[src/rtl/buffer_address_bind.sv]
// buffer_address_bind
//
// Binds a pre-allocated buffer ID to every packet on the host-receive path.
// Free IDs from the allocator are queued in a small FIFO. Each packet takes
// one ID when its first word arrives. If no ID is available at that point,
// the whole packet is discarded. Forwarded words leave one cycle later, with
// the bound ID attached.
//
// Optional feature: define BUFFER_ADDRESS_BIND_STATS_EN to build the three
// saturating statistics counters. When it is not defined, the counter
// outputs are tied to zero and forwarding behaves the same.
//
// Ports:
//   i_clk, i_rst       clock, synchronous active-high reset
//   iv_data/i_data_wr  incoming packet word (MSB = EOP) and its valid
//   iv_bufid/i_bufid_wr free buffer ID from the allocator and its valid
//   o_bufid_full       ID FIFO full (registered)
//   ov_data/o_data_wr  forwarded word and its valid
//   ov_bufid           ID bound to the current packet, valid with o_data_wr
//   o_pkt_sop          first forwarded word of a packet
//   ov_pass_cnt        packets forwarded
//   ov_discard_cnt     packets discarded
//   ov_bufid_drop_cnt  IDs offered while the FIFO was full
module buffer_address_bind #(
  parameter int DATA_W     = 9,
  parameter int BUFID_W    = 9,
  parameter int FIFO_DEPTH = 4,
  parameter int CNT_W      = 16
) (
  input  logic               i_clk,
  input  logic               i_rst,
  input  logic [DATA_W-1:0]  iv_data,
  input  logic               i_data_wr,
  input  logic [BUFID_W-1:0] iv_bufid,
  input  logic               i_bufid_wr,
  output logic               o_bufid_full,
  output logic [DATA_W-1:0]  ov_data,
  output logic               o_data_wr,
  output logic [BUFID_W-1:0] ov_bufid,
  output logic               o_pkt_sop,
  output logic [CNT_W-1:0]   ov_pass_cnt,
  output logic [CNT_W-1:0]   ov_discard_cnt,
  output logic [CNT_W-1:0]   ov_bufid_drop_cnt
);

  localparam int PTR_W = $clog2(FIFO_DEPTH);
  localparam logic [PTR_W:0] FULL_CNT = (PTR_W+1)'(FIFO_DEPTH);

  typedef enum logic [1:0] {
    IDLE = 2'd0,
    XMIT = 2'd1,
    DROP = 2'd2
  } state_t;

  state_t             state;
  logic [BUFID_W-1:0] fifo_mem [FIFO_DEPTH];
  logic [PTR_W-1:0]   rd_ptr;
  logic [PTR_W-1:0]   wr_ptr;
  logic [PTR_W:0]     fifo_cnt;
  logic [PTR_W:0]     fifo_cnt_next;
  logic [BUFID_W-1:0] held_id;

  logic               eop;
  logic               fifo_empty;
  logic               fifo_full_now;
  logic               sop_try;
  logic               pop;
  logic               bypass;
  logic               push;
  logic [BUFID_W-1:0] bound_id;

  // An ID is taken only by a word that arrives in IDLE. If the FIFO is
  // empty, an ID offered in the same cycle binds directly and is never
  // stored. A push into a full FIFO is accepted only when a pop frees a
  // slot in the same cycle.
  always_comb begin
    eop           = iv_data[DATA_W-1];
    fifo_empty    = (fifo_cnt == '0);
    fifo_full_now = (fifo_cnt == FULL_CNT);
    sop_try       = (state == IDLE) && i_data_wr;
    pop           = sop_try && !fifo_empty;
    bypass        = sop_try && fifo_empty && i_bufid_wr;
    push          = i_bufid_wr && !bypass && (!fifo_full_now || pop);
    bound_id      = bypass ? iv_bufid : fifo_mem[rd_ptr];
    fifo_cnt_next = fifo_cnt;
    if (push && !pop) begin
      fifo_cnt_next = fifo_cnt + (PTR_W+1)'(1);
    end else if (pop && !push) begin
      fifo_cnt_next = fifo_cnt - (PTR_W+1)'(1);
    end
  end

  // ID storage has no reset. An entry is read only after it has been written.
  always_ff @(posedge i_clk) begin
    if (push) begin
      fifo_mem[wr_ptr] <= iv_bufid;
    end
  end

  // FIFO pointers, occupancy and the registered full flag. Depth is a power
  // of two, so the pointers wrap naturally.
  always_ff @(posedge i_clk) begin
    if (i_rst) begin
      rd_ptr       <= '0;
      wr_ptr       <= '0;
      fifo_cnt     <= '0;
      o_bufid_full <= 1'b0;
    end else begin
      if (push) begin
        wr_ptr <= wr_ptr + PTR_W'(1);
      end
      if (pop) begin
        rd_ptr <= rd_ptr + PTR_W'(1);
      end
      fifo_cnt     <= fifo_cnt_next;
      o_bufid_full <= (fifo_cnt_next == FULL_CNT);
    end
  end

  // Packet FSM with registered outputs. Idle cycles drive every output to
  // zero. DROP stays in DROP until EOP, even if an ID arrives, so a packet
  // is never forwarded partially.
  always_ff @(posedge i_clk) begin
    if (i_rst) begin
      state     <= IDLE;
      held_id   <= '0;
      o_data_wr <= 1'b0;
      ov_data   <= '0;
      ov_bufid  <= '0;
      o_pkt_sop <= 1'b0;
    end else begin
      o_data_wr <= 1'b0;
      ov_data   <= '0;
      ov_bufid  <= '0;
      o_pkt_sop <= 1'b0;
      case (state)
        IDLE: begin
          if (i_data_wr) begin
            if (pop || bypass) begin
              o_data_wr <= 1'b1;
              ov_data   <= iv_data;
              ov_bufid  <= bound_id;
              o_pkt_sop <= 1'b1;
              held_id   <= bound_id;
              if (!eop) begin
                state <= XMIT;
              end
            end else if (!eop) begin
              state <= DROP;
            end
          end
        end
        XMIT: begin
          if (i_data_wr) begin
            o_data_wr <= 1'b1;
            ov_data   <= iv_data;
            ov_bufid  <= held_id;
            if (eop) begin
              state <= IDLE;
            end
          end
        end
        DROP: begin
          if (i_data_wr && eop) begin
            state <= IDLE;
          end
        end
        default: begin
          state <= IDLE;
        end
      endcase
    end
  end

`ifdef BUFFER_ADDRESS_BIND_STATS_EN
  logic pass_evt;
  logic discard_evt;
  logic id_drop_evt;

  // A packet counts once, when its EOP word is seen. Whether it counts as
  // passed or discarded depends on whether it obtained an ID at SOP.
  always_comb begin
    pass_evt    = 1'b0;
    discard_evt = 1'b0;
    id_drop_evt = i_bufid_wr && !bypass && fifo_full_now && !pop;
    if (i_data_wr && eop) begin
      case (state)
        IDLE:    begin
          pass_evt    = pop || bypass;
          discard_evt = !(pop || bypass);
        end
        XMIT:    pass_evt    = 1'b1;
        DROP:    discard_evt = 1'b1;
        default: ;
      endcase
    end
  end

  // The statistics counters saturate at all-ones instead of wrapping.
  always_ff @(posedge i_clk) begin
    if (i_rst) begin
      ov_pass_cnt       <= '0;
      ov_discard_cnt    <= '0;
      ov_bufid_drop_cnt <= '0;
    end else begin
      if (pass_evt && (ov_pass_cnt != '1)) begin
        ov_pass_cnt <= ov_pass_cnt + CNT_W'(1);
      end
      if (discard_evt && (ov_discard_cnt != '1)) begin
        ov_discard_cnt <= ov_discard_cnt + CNT_W'(1);
      end
      if (id_drop_evt && (ov_bufid_drop_cnt != '1)) begin
        ov_bufid_drop_cnt <= ov_bufid_drop_cnt + CNT_W'(1);
      end
    end
  end
`else
  assign ov_pass_cnt       = '0;
  assign ov_discard_cnt    = '0;
  assign ov_bufid_drop_cnt = '0;
`endif

endmodule

[config.mk]
export PLATFORM = sky130hd
export DESIGN_NAME = buffer_address_bind
export DESIGN_NICKNAME = d
export VERILOG_FILES = /design/src/rtl/buffer_address_bind.sv
export SDC_FILE = /design/constraint.sdc
export NUM_CORES = 1
export LEC_CHECK = 0
export CORE_ASPECT_RATIO = 1.1
export CORE_MARGIN = 3
export CORE_UTILIZATION = 30
export DETAILED_ROUTE_END_ITERATION = 16
export RECOVER_POWER = 100
export SKIP_CTS_REPAIR_TIMING = 1
export SYNTH_ARGS = -nofsm -noshare
export SYNTH_HDL_FRONTEND = slang
export SYNTH_SLANG_ARGS = --single-unit
[constraint.sdc]
create_clock -name i_clk -period 1.7 [get_ports i_clk]
set_input_delay 0.17 -clock i_clk [delete_from_list [all_inputs] [get_ports i_clk]]
set_output_delay 0.17 -clock i_clk [all_outputs]
set_load 0.01 [all_outputs]
Word-level counts from Yosys, hierarchy flattened --
Memory sizes are Yosys's and may differ from the RTL's. A register that Yosys moved wholly into a read port is not among the register bits. Index checks and enable logic that the tools add are counted.
Cells by class: equality and inequality tests 9, shift-type cells 0, $add $sub $neg 4, multiplexer cells 27, div/mod/pow operators 0, reduce and logical (&&, ||, !) cells 21, $mul 0, magnitude comparators 0, bitwise logic cells 1
Operators by type and width (number):
- two-way mux 9 bit | 7
- case mux 9 bit (2 select lines) | 2
- two-way mux 2 bit | 9
- inequality test 2 bit (second input constant) | 5
- logical AND 1 bit | 9
- == test 3 bit (second input constant) | 2
- two-way mux 3 bit | 2
- case mux 2 bit (3 select lines) | 1
- logical NOT 1 bit | 5
- two-way mux 1 bit | 5
- AND reduction 5 bit | 1
- adder 2 x 1 -> 2 bit (second input constant) | 2
- adder 3 x 1 -> 3 bit (second input constant) | 1
- logical NOT 3 bit | 1
- AND reduction 3 bit | 1
- subtractor 3 x 1 -> 3 bit (second input constant) | 1
- == test 2 x 1 -> 1 bit (second input constant) | 1
- == test 2 bit (second input constant) | 1
- logical NOT 2 bit | 1
- logical OR 1 bit | 2
- case mux 1 bit (2 select lines) | 1
- OR reduction 2 bit | 1
- inverter 1 bit | 1
Word-level totals: register bits 39, memories kept 1, latch bits 0, bits in read-only memories 0, output and inout port bits 69, input port bits 22, word-level logic and storage cells 73, bits in writable memories 36
Memories:
- fifo_mem | depth 4, bits a word 9, rd ports 1, clocked after memory_dff 1, write ports 1, RTL line 56 | logic [BUFID_W-1:0] fifo_mem [FIFO_DEPTH];

Depth between registers and ports, before layout --
depth after elaboration 12, mapped depth 8, mapped depth without buffers 6

Least setup slack after synthesis --
No wires, ideal clock.
kind flip-flop to flip-flop, start reg fifo_cnt[0], end mem fifo_mem[2][0], enable pin, clock period less this slack 1782 ps, data required time 1363 ps, setup slack -82 ps, setup time 337 ps, buffers on the path 0, stages on the path, launching flop included 7, data arrival time 1445 ps, path through dfxtp_1 -> inv_1 -> ha_1 -> nor2b_1 -> nand2_1 -> o211a_1 -> and2_1
Between the ends: longest elaborated chain between the ends 8, elaborated cells on any way between the ends 13, those cells by class eq/ne: 1; mux: 2; reduce/logical: 10
RTL lines:
- from (decl) | RTL line 59 | logic [PTR_W:0] fifo_cnt;
- from (signal assigned) | RTL line 115 | fifo_cnt <= fifo_cnt_next;
- logical NOT 3 bit | RTL line 78 | fifo_empty = (fifo_cnt == '0);
- logical AND 1 bit (2 in a row) | RTL line 82 | bypass = sop_try && fifo_empty && i_bufid_wr;
- logical NOT 1 bit | RTL line 83 | push = i_bufid_wr && !bypass && (!fifo_full_now || pop);
- logical AND 1 bit | RTL line 83
- logical AND 1 bit * | RTL line 83
- two-way mux 1 bit * | RTL line 95 | if (push) begin
- two-way mux 1 bit (not written as such) * | RTL line 96 | fifo_mem[wr_ptr] <= iv_bufid;
- to (decl) | RTL line 56
Every way passes the cells marked *; elsewhere a longest branch is shown, timed or not.

Final worst setup path --
start reg state[1], end reg ov_bufid[0]
Between the ends: longest elaborated chain between the ends 8, elaborated cells on any way between the ends 11, those cells by class eq/ne: 1; mux: 4; reduce/logical: 6
RTL lines:
- from (decl) | RTL line 55 | state_t state;
- from (signal assigned) | RTL line 125 | state <= IDLE;
- from (signal assigned) | RTL line 146 | state <= XMIT;
- from (signal assigned) | RTL line 149 | state <= DROP;
- logical NOT 2 bit | RTL line 80, 136
- logical AND 1 bit | RTL line 80 | sop_try = (state == IDLE) && i_data_wr;
- logical AND 1 bit (2 in a row) | RTL line 82
- two-way mux 9 bit / logical OR 1 bit (equally long branches) | RTL line 84, 139
- two-way mux 9 bit | RTL line 139 | if (pop || bypass) begin
- two-way mux 9 bit | RTL line 138 | if (i_data_wr) begin
- case mux 9 bit (2 select lines) * | RTL line 136 | case (state)
- to (signal assigned) | RTL line 142 | ov_bufid <= bound_id;
- to (signal assigned) | RTL line 157 | ov_bufid <= held_id;
- to (decl) | RTL line 39 | output logic [BUFID_W-1:0] ov_bufid,
Marked as above. A chain may end at the register's enable or synchronous reset.

==> impl_results.md <==
- CTS Buf Count: 9
- DR pass1 iterations: 4
- Sequential-to-total area share from yosys stat: 54.9%
- Rows: 40
- Final antenna diode count: 0
- CTS tree: yes
- Cells after Synth: 291
- Pre-CTS setup slack: -0.357 ns
- Via Count: 2325
- DP HPWL: 5100 um
- Full die area: 0.0129 sq mm
- Warning count from the yosys run: 0
- Crit-path slowest cell: or3b_4
- Startpoint Class: register
- WL met2: 3580 um
- GPL Wtd Cong: 0.732
- Metal-1 WL: 3150 um
- # DRC: 0
- Cell area power density: 1360 mW/mm^2
- Ys async rst share: 0%
- Starting DRT DRC Count: 102
- Worst Path Buf+Inv: 2
- WP data required: 1.95 ns
- Crit path max-delay family: simple AND/OR/NAND/NOR gates
- Initial antenna violation count: 0
- Max Root-Sink Buffers: 2
- Avg WL per Cell: 14.4 um
- GRT Total Usage: 11.4%
- Flop2flop setup slack: 0.08 ns
- Clk sinks: 77
- Highest clock rate: 617 MHz
- Worst Slack Setup Final: 0.0799 ns
- Yosys reg bits: 77
- Largest net degree at the start of global routing: 19
- PortBufs: 42
- Worst skew pair latency: 0.33 ns
- Synth Cell Area: 0.00347 sq mm
- Max incr delay on CP: 0.43 ns
- Layout cells sized above 1: 22.1%
- Number of H-tree levels: 3
- Vias in the first global route: 2130
- Starting density of the core: 31.2%
- Clock skew: 0.00677 ns
- Fin nets: 390
- Mean Syn Cell Area: 11.9 sq um
- Grt ovf: 0
- Die height: 119 um
- Core box area: 0.0111 sq mm
- Die Width: 108 um
- LEAKAGE: 1.79 nW
- Max cap viols: 0
- Crit path cell chain: or3b_4 -> buf_6 -> nor2_4 -> buf_4 -> a221oi_1 -> nor3_1
- RSZ-0062 raised after global routing: no
- IO Pins: 91
- VDD IR max: 0.000621 V
- Root Driver: clkbuf_16
- Final hold violations: 0
- Final period utilization: 95.3%
- Antenna viol nets, final: 0
- Vias/cell: 4.53
- Predominant post-synthesis flop cell: dfxtp_1
- Count of cell types in the netlist: 44
- Setup tns final: 0 ns
- Kind of critical path: reg -> reg
- Area Growth Syn to Fin: 31.2%
- WP data arrival: 1.87 ns
- Status: finished clean
- Final Max Slew Viols: 0
- Final wirelength: 7400 um
- Fin crit period: 1.62 ns
- Reg clk slew, reported paths: 0.06 ns
- Met3 Routed Length: 543 um
- Setup crit end kind: register
- Post-synth EDFFs: 36
- Top Metal Used: met4
- Global-route wire length before repair: 11200 um
- Final Setup Violations: 0
- Hold Path Class: in -> reg
- Worst-path fanout max: 11
[per-layer routing]
layer / global-route usage, % / vias up
met3: 3.71 / 10
met5: 0 / -
li1: - / 1107
met1: 15.2 / 1122
met4: 4.03 / 0
met2: 17.3 / 86
[synthesized netlist by cell type (3+ instances only)]
cell type   n  share of area, %
nand2b_1    3              0.54
clkbuf_1    7              0.76
o21a_1     11               2.4
nor2_1     19               2.1
inv_1       4              0.43
dfxtp_1    41                24
a211oi_1   10               2.2
nor3_1     18               2.6
a21oi_1    12               1.7
buf_4      48                10
ha_1        7               2.5
a221oi_1    9               2.3
buf_2       6              0.87
nand2_1     4              0.43
mux4_2      9               5.8
edfxtp_1   36                31
and2_1     13               2.3
[cell families after synthesis]
kind of cell	after synthesis	share of synthesized area, %
AOI/OAI and AO/OA	52	10.9
xor gates and xnor gates	3	0.758
adders and majority gates	7	2.53
buffers and inverters	67	12.7
DFF	77	54.9
muxes	12	6.79
other	1	0.108
and+or+nand+nor	72	11.4
[flip-flops by register name (all words and copies together) (netlist names), 2 cells and up, named ones only]
signal and count:
fifo_cnt 3, fifo_mem 36, held_id 9, ov_bufid 9
ov_data 9, rd_ptr 2, state 2, wr_ptr 2
[worst paths after layout]
check | start | to | cells past startpoint
setup reg to reg | state[1] | ov_bufid[0] | 6
hold reg to reg | held_id[3] | held_id[3] | 2
setup / recovery | state[1] | ov_bufid[0] | 6
hold / removal | i_data_wr | state[0] | 2
[placed cells by master (no fill, tap or decap), types with 2 or more instances in the layout]
master / synthesis / final
a211oi_1: 10 / 10
a21oi_1: 12 / 12
a221oi_1: 9 / 7
a221oi_2: 0 / 2
and2_0: 0 / 3
and2_1: 13 / 7
and2_4: 0 / 3
buf_12: 0 / 5
buf_4: 48 / 21
buf_6: 0 / 2
clkbuf_16: 0 / 10
clkbuf_4: 0 / 3
clkdlybuf4s50_1: 0 / 11
clkinv_4: 0 / 2
conb_1: 1 / 48
dfxtp_1: 41 / 39
dfxtp_2: 0 / 2
dlygate4sd3_1: 0 / 30
edfxtp_1: 36 / 36
ha_1: 7 / 6
inv_1: 4 / 2
inv_2: 0 / 2
mux2_2: 2 / 2
mux4_2: 9 / 9
nand2_1: 4 / 4
nand2b_1: 3 / 3
nor2_1: 19 / 19
nor3_1: 18 / 18
nor4b_2: 0 / 2
o21a_1: 11 / 10
xor2_1: 2 / 2
[worst reg2reg max path, stage by stage (launching register included)]
cell and delay (ns):
dfxtp_1 0.31, or3b_4 0.43, buf_6 0.18, nor2_4 0.14, buf_4 0.20, a221oi_1 0.11
nor3_1 0.18
[stage by stage]
stage	hold WS, ns	cells	util (%)	power, mW	cell area (sq um)
4_1_cts	0.383	512	40.2	6.18	4470
6_report	0.164	513	40.9	6.19	4550
5_1_grt	0.201	513	40.9	6.56	4550
3_5_place_dp	0.496	496	37.4	4.20	4160
2_1_floorplan	0.265	338	-	3.49	3650
3_3_place_gp	0.491	496	37.4	4.14	4160
[final cells by class]
cell class | instances | area [sq um]
clock buffers | 11 | 243
clock inverters | 5 | 67.6
fillers | 1071 | 6560
inverters | 4 | 15.0
multi-input cells | 194 | 1380
flip-flops and latches | 77 | 1900
well taps | 147 | 184
repair buffers | 75 | 756
[power by group]
group	internal (mW)	switching, mW	total (mW)
logic	0.959	0.956	1.92
clock network	1.20	0.752	1.95
registers	2.21	0.118	2.33
No activity file was read; power rests on OpenSTA's default activity.
